[config.mk]
export PLATFORM = sky130hd
export DESIGN_NAME = ps2_tx_sched_flat
export DESIGN_NICKNAME = d
export VERILOG_FILES = /design/src/rtl/ps2_pkg.sv /design/src/rtl/ps2_tx_sched_if.sv /design/src/rtl/ps2_bit_timer.sv /design/src/rtl/ps2_tx_sched.sv /design/src/flat_wrapper.sv
export SDC_FILE = /design/constraint.sdc
export NUM_CORES = 1
export LEC_CHECK = 0
export ABC_CLOCK_PERIOD_IN_PS = 2600
export CORE_ASPECT_RATIO = 0.9
export CORE_MARGIN = 4
export CORE_UTILIZATION = 44
export DETAILED_ROUTE_END_ITERATION = 8
export PLACE_DENSITY = 0.76
export SLEW_MARGIN = 0
export SYNTH_ARGS = -nofsm -noshare
export SYNTH_HDL_FRONTEND = slang
export SYNTH_SLANG_ARGS = --single-unit
[constraint.sdc]
create_clock -name clk -period 2.6 [get_ports clk]
set_clock_uncertainty 0.15 [all_clocks]
set_input_delay 0.26 -clock clk [delete_from_list [all_inputs] [get_ports clk]]
set_output_delay 0.26 -clock clk [all_outputs]
set_load 0.02 [all_outputs]
[src/rtl/ps2_pkg.sv]
// Shared types and frame helpers for the PS/2 device-side transmit scheduler.
package ps2_pkg;

    typedef enum logic [1:0] {
        IDLE    = 2'd0,
        SEND    = 2'd1,
        GAP     = 2'd2,
        INHIBIT = 2'd3
    } state_t;

    localparam int FRAME_BITS  = 11;
    localparam int STOP_IDX    = 10;
    localparam int SYNC_STAGES = 2;

    function automatic logic odd_parity(input logic [7:0] d);
        return ~^d;
    endfunction

    // Wire value of frame bit idx: start 0, d[0..7] LSB first, odd parity, stop 1.
    function automatic logic frame_bit(input logic [7:0] d, input logic [3:0] idx);
        logic [FRAME_BITS-1:0] f;
        f = {1'b1, odd_parity(d), d, 1'b0};
        return (idx <= 4'(STOP_IDX)) ? f[idx] : 1'b1;
    endfunction

endpackage

[src/rtl/ps2_tx_sched_if.sv]
// Byte-source handshakes into the PS/2 transmit scheduler (hi and lo priority).
interface ps2_tx_sched_if;
    logic       hi_valid;
    logic [7:0] hi_data;
    logic       hi_ready;
    logic       lo_valid;
    logic [7:0] lo_data;
    logic       lo_ready;

    modport master (
        output hi_valid, hi_data, lo_valid, lo_data,
        input  hi_ready, lo_ready
    );

    modport slave (
        input  hi_valid, hi_data, lo_valid, lo_data,
        output hi_ready, lo_ready
    );
endinterface

[src/rtl/ps2_bit_timer.sv]
// Quarter-bit counter with quarter phase and frame bit index; restart zeroes all three.
module ps2_bit_timer
    import ps2_pkg::*;
#(
    parameter int QUARTER = 20
) (
    input  logic       clk,
    input  logic       reset,
    input  logic       restart,
    output logic       q_strobe,
    output logic [1:0] phase,
    output logic [3:0] bit_idx
);

    localparam int QW = (QUARTER > 1) ? $clog2(QUARTER) : 1;
    localparam logic [QW-1:0] QMAX = QW'(QUARTER - 1);

    logic [QW-1:0] qcnt_reg;
    logic [1:0]    phase_reg;
    logic [3:0]    bit_reg;

    assign q_strobe = (qcnt_reg == QMAX);
    assign phase    = phase_reg;
    assign bit_idx  = bit_reg;

    always_ff @(posedge clk or negedge reset) begin
        if (!reset) begin
            qcnt_reg  <= '0;
            phase_reg <= '0;
            bit_reg   <= '0;
        end else if (restart) begin
            qcnt_reg  <= '0;
            phase_reg <= '0;
            bit_reg   <= '0;
        end else if (q_strobe) begin
            qcnt_reg  <= '0;
            phase_reg <= phase_reg + 2'd1;
            if (phase_reg == 2'd3)
                bit_reg <= (bit_reg == 4'(STOP_IDX)) ? 4'd0 : bit_reg + 4'd1;
        end else begin
            qcnt_reg <= qcnt_reg + QW'(1);
        end
    end

endmodule

[src/rtl/ps2_tx_sched.sv]
// PS/2 device transmit scheduler: arbitrates hi/lo byte sources, frames each byte,
// drives open-drain clock/data, and backs off/retries when the host inhibits.
module ps2_tx_sched
    import ps2_pkg::*;
#(
    parameter int QUARTER   = 20,
    parameter int GAP_BITS  = 2,
    parameter int MAX_RETRY = 3
) (
    input  logic clk,
    input  logic reset,
    ps2_tx_sched_if.slave bus,
    input  logic ps2_clk_in,
    output logic ps2_clk_oe,
    output logic ps2_dat_oe,
    output logic busy,
    output logic sent,
    output logic dropped,
    output logic src
);

    localparam int RW = $clog2(MAX_RETRY + 2);
    localparam logic [RW-1:0] RSAT = RW'(MAX_RETRY + 1);

    state_t        state_reg, state_next;
    logic [7:0]    data_reg, data_next;
    logic          pending_reg, pending_next;
    logic          src_reg, src_next;
    logic [RW-1:0] retry_reg, retry_next;
    logic          clk_oe_reg, clk_oe_next;
    logic          dat_oe_reg, dat_oe_next;
    logic          sent_reg, sent_next;
    logic          dropped_reg, dropped_next;

    logic [SYNC_STAGES-1:0] sync_reg;
    logic [1:0]             oe_hist_reg;
    logic                   clk_sync;
    logic                   line_low;
    logic                   timer_restart;
    logic                   q_strobe;
    logic [1:0]             phase;
    logic [3:0]             bit_idx;
    logic                   bit_end;
    logic                   gap_done;

    ps2_bit_timer #(.QUARTER(QUARTER)) u_timer (
        .clk      (clk),
        .reset    (reset),
        .restart  (timer_restart),
        .q_strobe (q_strobe),
        .phase    (phase),
        .bit_idx  (bit_idx)
    );

    // Synchroniser idles high so a reset never looks like a host inhibit.
    generate
        for (genvar gi = 0; gi < SYNC_STAGES; gi++) begin : g_sync
            always_ff @(posedge clk or negedge reset) begin
                if (!reset)
                    sync_reg[gi] <= 1'b1;
                else if (gi == 0)
                    sync_reg[gi] <= ps2_clk_in;
                else
                    sync_reg[gi] <= sync_reg[(gi > 0) ? gi - 1 : 0];
            end
        end
    endgenerate

    assign clk_sync = sync_reg[SYNC_STAGES-1];
    // Our own low drive is still visible through the synchroniser for two cycles after release.
    assign line_low = ~clk_sync & ~clk_oe_reg & ~|oe_hist_reg;
    assign bit_end  = q_strobe && (phase == 2'd3);
    assign gap_done = bit_end && (bit_idx == 4'(GAP_BITS - 1));

    always_ff @(posedge clk or negedge reset) begin
        if (!reset) begin
            state_reg   <= IDLE;
            data_reg    <= '0;
            pending_reg <= 1'b0;
            src_reg     <= 1'b0;
            retry_reg   <= '0;
            clk_oe_reg  <= 1'b0;
            dat_oe_reg  <= 1'b0;
            sent_reg    <= 1'b0;
            dropped_reg <= 1'b0;
            oe_hist_reg <= '0;
        end else begin
            state_reg   <= state_next;
            data_reg    <= data_next;
            pending_reg <= pending_next;
            src_reg     <= src_next;
            retry_reg   <= retry_next;
            clk_oe_reg  <= clk_oe_next;
            dat_oe_reg  <= dat_oe_next;
            sent_reg    <= sent_next;
            dropped_reg <= dropped_next;
            oe_hist_reg <= {oe_hist_reg[0], clk_oe_reg};
        end
    end

    always_comb begin
        state_next    = state_reg;
        data_next     = data_reg;
        pending_next  = pending_reg;
        src_next      = src_reg;
        retry_next    = retry_reg;
        clk_oe_next   = clk_oe_reg;
        dat_oe_next   = dat_oe_reg;
        sent_next     = 1'b0;
        dropped_next  = 1'b0;
        timer_restart = 1'b0;
        bus.hi_ready  = 1'b0;
        bus.lo_ready  = 1'b0;

        unique case (state_reg)
            IDLE: begin
                clk_oe_next = 1'b0;
                dat_oe_next = 1'b0;
                if (!clk_sync) begin
                    state_next    = INHIBIT;
                    timer_restart = 1'b1;
                end else if (bus.hi_valid || bus.lo_valid) begin
                    bus.hi_ready  = bus.hi_valid;
                    bus.lo_ready  = ~bus.hi_valid;
                    data_next     = bus.hi_valid ? bus.hi_data : bus.lo_data;
                    src_next      = bus.hi_valid;
                    pending_next  = 1'b1;
                    retry_next    = '0;
                    state_next    = SEND;
                    timer_restart = 1'b1;
                end
            end

            SEND: begin
                if (line_low) begin
                    if (bit_idx == 4'(STOP_IDX) && phase[1]) begin
                        sent_next    = 1'b1;
                        pending_next = 1'b0;
                    end else begin
                        retry_next = (retry_reg == RSAT) ? retry_reg : retry_reg + RW'(1);
                    end
                    clk_oe_next   = 1'b0;
                    dat_oe_next   = 1'b0;
                    state_next    = INHIBIT;
                    timer_restart = 1'b1;
                end else if (q_strobe) begin
                    case (phase)
                        2'd0: dat_oe_next = ~frame_bit(data_reg, bit_idx);
                        2'd1: clk_oe_next = 1'b1;
                        2'd3: begin
                            clk_oe_next = 1'b0;
                            if (bit_idx == 4'(STOP_IDX)) begin
                                dat_oe_next   = 1'b0;
                                sent_next     = 1'b1;
                                pending_next  = 1'b0;
                                state_next    = GAP;
                                timer_restart = 1'b1;
                            end
                        end
                        default: ;
                    endcase
                end
            end

            GAP: begin
                if (line_low) begin
                    state_next    = INHIBIT;
                    timer_restart = 1'b1;
                end else if (gap_done) begin
                    state_next = IDLE;
                end
            end

            INHIBIT: begin
                clk_oe_next = 1'b0;
                dat_oe_next = 1'b0;
                if (!clk_sync) begin
                    timer_restart = 1'b1;
                end else if (bit_end) begin
                    if (pending_reg && retry_reg > RW'(MAX_RETRY)) begin
                        dropped_next = 1'b1;
                        pending_next = 1'b0;
                        state_next   = IDLE;
                    end else if (pending_reg) begin
                        state_next    = SEND;
                        timer_restart = 1'b1;
                    end else begin
                        state_next = IDLE;
                    end
                end
            end

            default: state_next = IDLE;
        endcase
    end

    assign ps2_clk_oe = clk_oe_reg;
    assign ps2_dat_oe = dat_oe_reg;
    assign busy       = (state_reg != IDLE);
    assign sent       = sent_reg;
    assign dropped    = dropped_reg;
    assign src        = src_reg;

endmodule

[src/flat_wrapper.sv]
// flat-port wrapper written by rule: the top's interface ports become plain ports
module ps2_tx_sched_flat import ps2_pkg::*;
#(
    parameter int QUARTER   = 20,
    parameter int GAP_BITS  = 2,
    parameter int MAX_RETRY = 3
)
  (clk, reset, ps2_clk_in, ps2_clk_oe, ps2_dat_oe, busy, sent, dropped, src, bus_hi_valid, bus_hi_data, bus_lo_valid, bus_lo_data, bus_hi_ready, bus_lo_ready);
  ps2_tx_sched_if bus_i ();
  input  logic clk;
  input  logic reset;
  input  logic ps2_clk_in;
  output logic ps2_clk_oe;
  output logic ps2_dat_oe;
  output logic busy;
  output logic sent;
  output logic dropped;
  output logic src;
  input wire logic [$bits(bus_i.hi_valid)-1:0] bus_hi_valid;
  input wire logic [$bits(bus_i.hi_data)-1:0] bus_hi_data;
  input wire logic [$bits(bus_i.lo_valid)-1:0] bus_lo_valid;
  input wire logic [$bits(bus_i.lo_data)-1:0] bus_lo_data;
  output wire logic [$bits(bus_i.hi_ready)-1:0] bus_hi_ready;
  output wire logic [$bits(bus_i.lo_ready)-1:0] bus_lo_ready;
  assign bus_i.hi_valid = bus_hi_valid;
  assign bus_i.hi_data = bus_hi_data;
  assign bus_i.lo_valid = bus_lo_valid;
  assign bus_i.lo_data = bus_lo_data;
  assign bus_hi_ready = bus_i.hi_ready;
  assign bus_lo_ready = bus_i.lo_ready;
  ps2_tx_sched #(.QUARTER(QUARTER), .GAP_BITS(GAP_BITS), .MAX_RETRY(MAX_RETRY)) u_core (.clk(clk), .reset(reset), .bus(bus_i), .ps2_clk_in(ps2_clk_in), .ps2_clk_oe(ps2_clk_oe), .ps2_dat_oe(ps2_dat_oe), .busy(busy), .sent(sent), .dropped(dropped), .src(src));
endmodule
==> qor.csv <==
metric,value,unit
VDD IR max,0.226,mV
Synth Flop Type,dfrtp_1,
Critical Path RT,2.19,ns
Worst path max stage delay,0.61,ns
Final min period,2.34,ns
max frequency,0.427,GHz
Max-slew headroom,0.575,
slowest CP cell,clkdlybuf4s50_1,
power share of the clock group,0.376,
CTS sink cnt,34,
Worst Max-Slew Pin Slew,0.631,ns
P_sw,0.215,mW
post-synth cell types,51,
Post-synth ARST share,1.00,
WP buf/inv,2,
Crit. End Element,primary output,
drt pass-1 iters,4,
total power,0.984,mW
Yosys top cell by area,dfrtp_1,
final setup fails,0,
P_leak,1.10,nW
combinational share of power,0.075,
I/O Buffers,28,
GPL Wtd Cong,0.837,
core area,4460,um^2
CTS tree,yes,
Ys Warns,0,
drt drc,0,
vias,1544,
H-Tree Depth,2,
grt ovf,0,
CP cell instances,"inv_1, ha_1, nand3_1, nor2_1, clkdlybuf4s50_1",
dpl hpwl,2920,um
Post-synth EDFFs,0,
die width,79.5,um
Power Density,401,nW/um^2
die height,72.4,um
Area contributors post-synth,"dfrtp_1 40%, ha_1 8.0%, mux2i_1 5.4%",
crit-path max FO,7,
top cell type's share of synthesized area,0.395,
status,completed,
total inserted antenna cells,0,
Die ar.,5760,um^2
Fillers,406,
Post-synth top cells,"32 x dfrtp_1, 16 x nand2_1, 14 x nor2_1, 13 x ha_1, 12 x o21ai_0",
max reg flops,8,
gr usage total,0.156,
Total Nets Final,262,
total negative setup slack,0,ns
num ports,29,
Seq pwr share,0.550,
Final ANT Viol Nets,0,
global-route wire length before repair,7090,um
cell-internal power,0.770,mW
Area Overhead vs Synth,21.0,%
initial antenna violation count,0,
TritonCTS buffer count,5,
share of post-route cells with drive strength above 1,0.100,
Post-CTS Resized,0,
Avg WL per Cell,13.5,um
Mapped Area,2030,um^2
period utilisation layout,0.901,
Net Sw Frac,0.218,
Root Driver,clkbuf_8,
Mapped Nets,233,
drt first-iter violations,98,
final wirelength,3940,um
Worst-path clk slew,0.07,ns
Initial Util,0.454,
Hold Path Class,reg -> reg,
DR vias/cell,5.31,
"flops & latches, synth",34,
vias in the first global route,1537,
Crit Path Category,reg -> out,
startpoint types,flip-flop,
Fin. Hold Viols,0,
RSZ-0062 raised after global routing,no,
largest net degree at the start of global routing,35,
Rows,23,
most common cell in the netlist,dfrtp_1,
post-synthesis sequential area ratio,0.421,
hold buffers post-CTS,0,
total of max-cap violations,0,
"CP delay by family, top",buffers and inverters,
arrival time at the worst endpoint,1.93,ns
Max Slew Vio Count,0,
CTS Buffer Depth,2,
instance count of the mapped netlist,199,
Clock Latency Late Sink,0.28,ns
post-CTS setup buffers,0,
"Avg Cell Area, Syn",10.2,um^2
metal layers:
| metal | part of all wire | global-route usage |
|---|---|---|
| met3 | 0.036 | 0.0298 |
| met2 | 0.47 | 0.252 |
| met1 | 0.48 | 0.205 |
| met5 | 0 | 0 |
| met4 | 0.017 | 0.0687 |
metrics by stage:
step                worst slack, ns  utilization  area (um^2)  hold slack (ns)  instances
floorplan                     0.484            -         2030           -0.186        199
global placement              0.450        0.532         2370            0.195        283
detailed placement            0.373        0.532         2370            0.198        283
CTS                           0.241        0.550         2450            0.208        291
global route                  0.155        0.550         2450            0.218        291
finish                        0.258        0.550         2450            0.203        291
area by class of cell:
type	count	area [um^2]	area share
Sequential cell	34	853	0.348
Clock buffer	8	80.1	0.0327
Tap cell	62	77.6	0.0316
Inverter	10	37.5	0.0153
Multi-Input combinational cell	145	1090	0.446
Timing Repair Buffer	32	310	0.127
placed cells by master, fill, tap and decap left out, drive strengths merged, types with 3 or more instances in the layout:
master | synthesis | final
dfrtp | 32 | 32
clkdlybuf4s50 | 0 | 28
nand2 | 16 | 16
nor2 | 14 | 14
ha | 13 | 13
o21ai | 12 | 12
mux2i | 11 | 11
inv | 10 | 10
nor3 | 8 | 8
clkbuf | 5 | 8
a21oi | 7 | 7
xor2 | 5 | 5
nand3 | 4 | 4
a22o | 4 | 4
buf | 5 | 4
mux2 | 4 | 4
nor4 | 3 | 3
xnor2 | 3 | 3
a31oi | 3 | 3
nand2b | 3 | 3
path summary, 6_finish.rpt:
| path | endpoint | slack, ns | cells past startpoint | start |
|---|---|---|---|---|
| setup / recovery | bus_lo_ready | 0.26 | 5 | u_core.state_reg[0]$_DFFE_PN0P_ |
| hold / removal | u_core.clk_sync$_DFF_PN1_ | 0.20 | 0 | u_core.sync_reg[0]$_DFF_PN1_ |
| setup reg to reg | u_core.u_timer.qcnt_reg[2]$_DFF_PN0_ | 0.36 | 7 | u_core.u_timer.qcnt_reg[0]$_DFF_PN0_ |
| hold reg to reg | u_core.clk_sync$_DFF_PN1_ | 0.20 | 0 | u_core.sync_reg[0]$_DFF_PN1_ |
| max in group asynchronous | u_core.sync_reg[0]$_DFF_PN1_ | 1.71 | 2 | reset |
| min in group asynchronous | u_core.src$_DFFE_PN0P_ | 0.23 | 2 | reset |
logic make-up (layout without fill, tap and decap cells):
family	count (synthesis)	in the layout	share of synthesized area
AO/OA/AOI/OAI	44	44	0.154
XOR/XNOR	10	10	0.0568
adder cells (fa/ha/maj)	13	13	0.0802
buffers and inverters	20	50	0.0395
flip-flops	34	34	0.421
multiplexers	16	16	0.0895
AND/OR/NAND/NOR	62	62	0.159
power by group through the flow:
stage                     Clock, mW  Combinational [mW]  Sequential (mW)
after global placement            0              0.0733            0.550
after global routing          0.406              0.0831            0.542
after CTS                     0.381              0.0754            0.541
after floorplan                   0              0.0287            0.548
final                         0.370              0.0735            0.541
after detailed placement          0              0.0752            0.551
(Power assumes the default switching activity.)
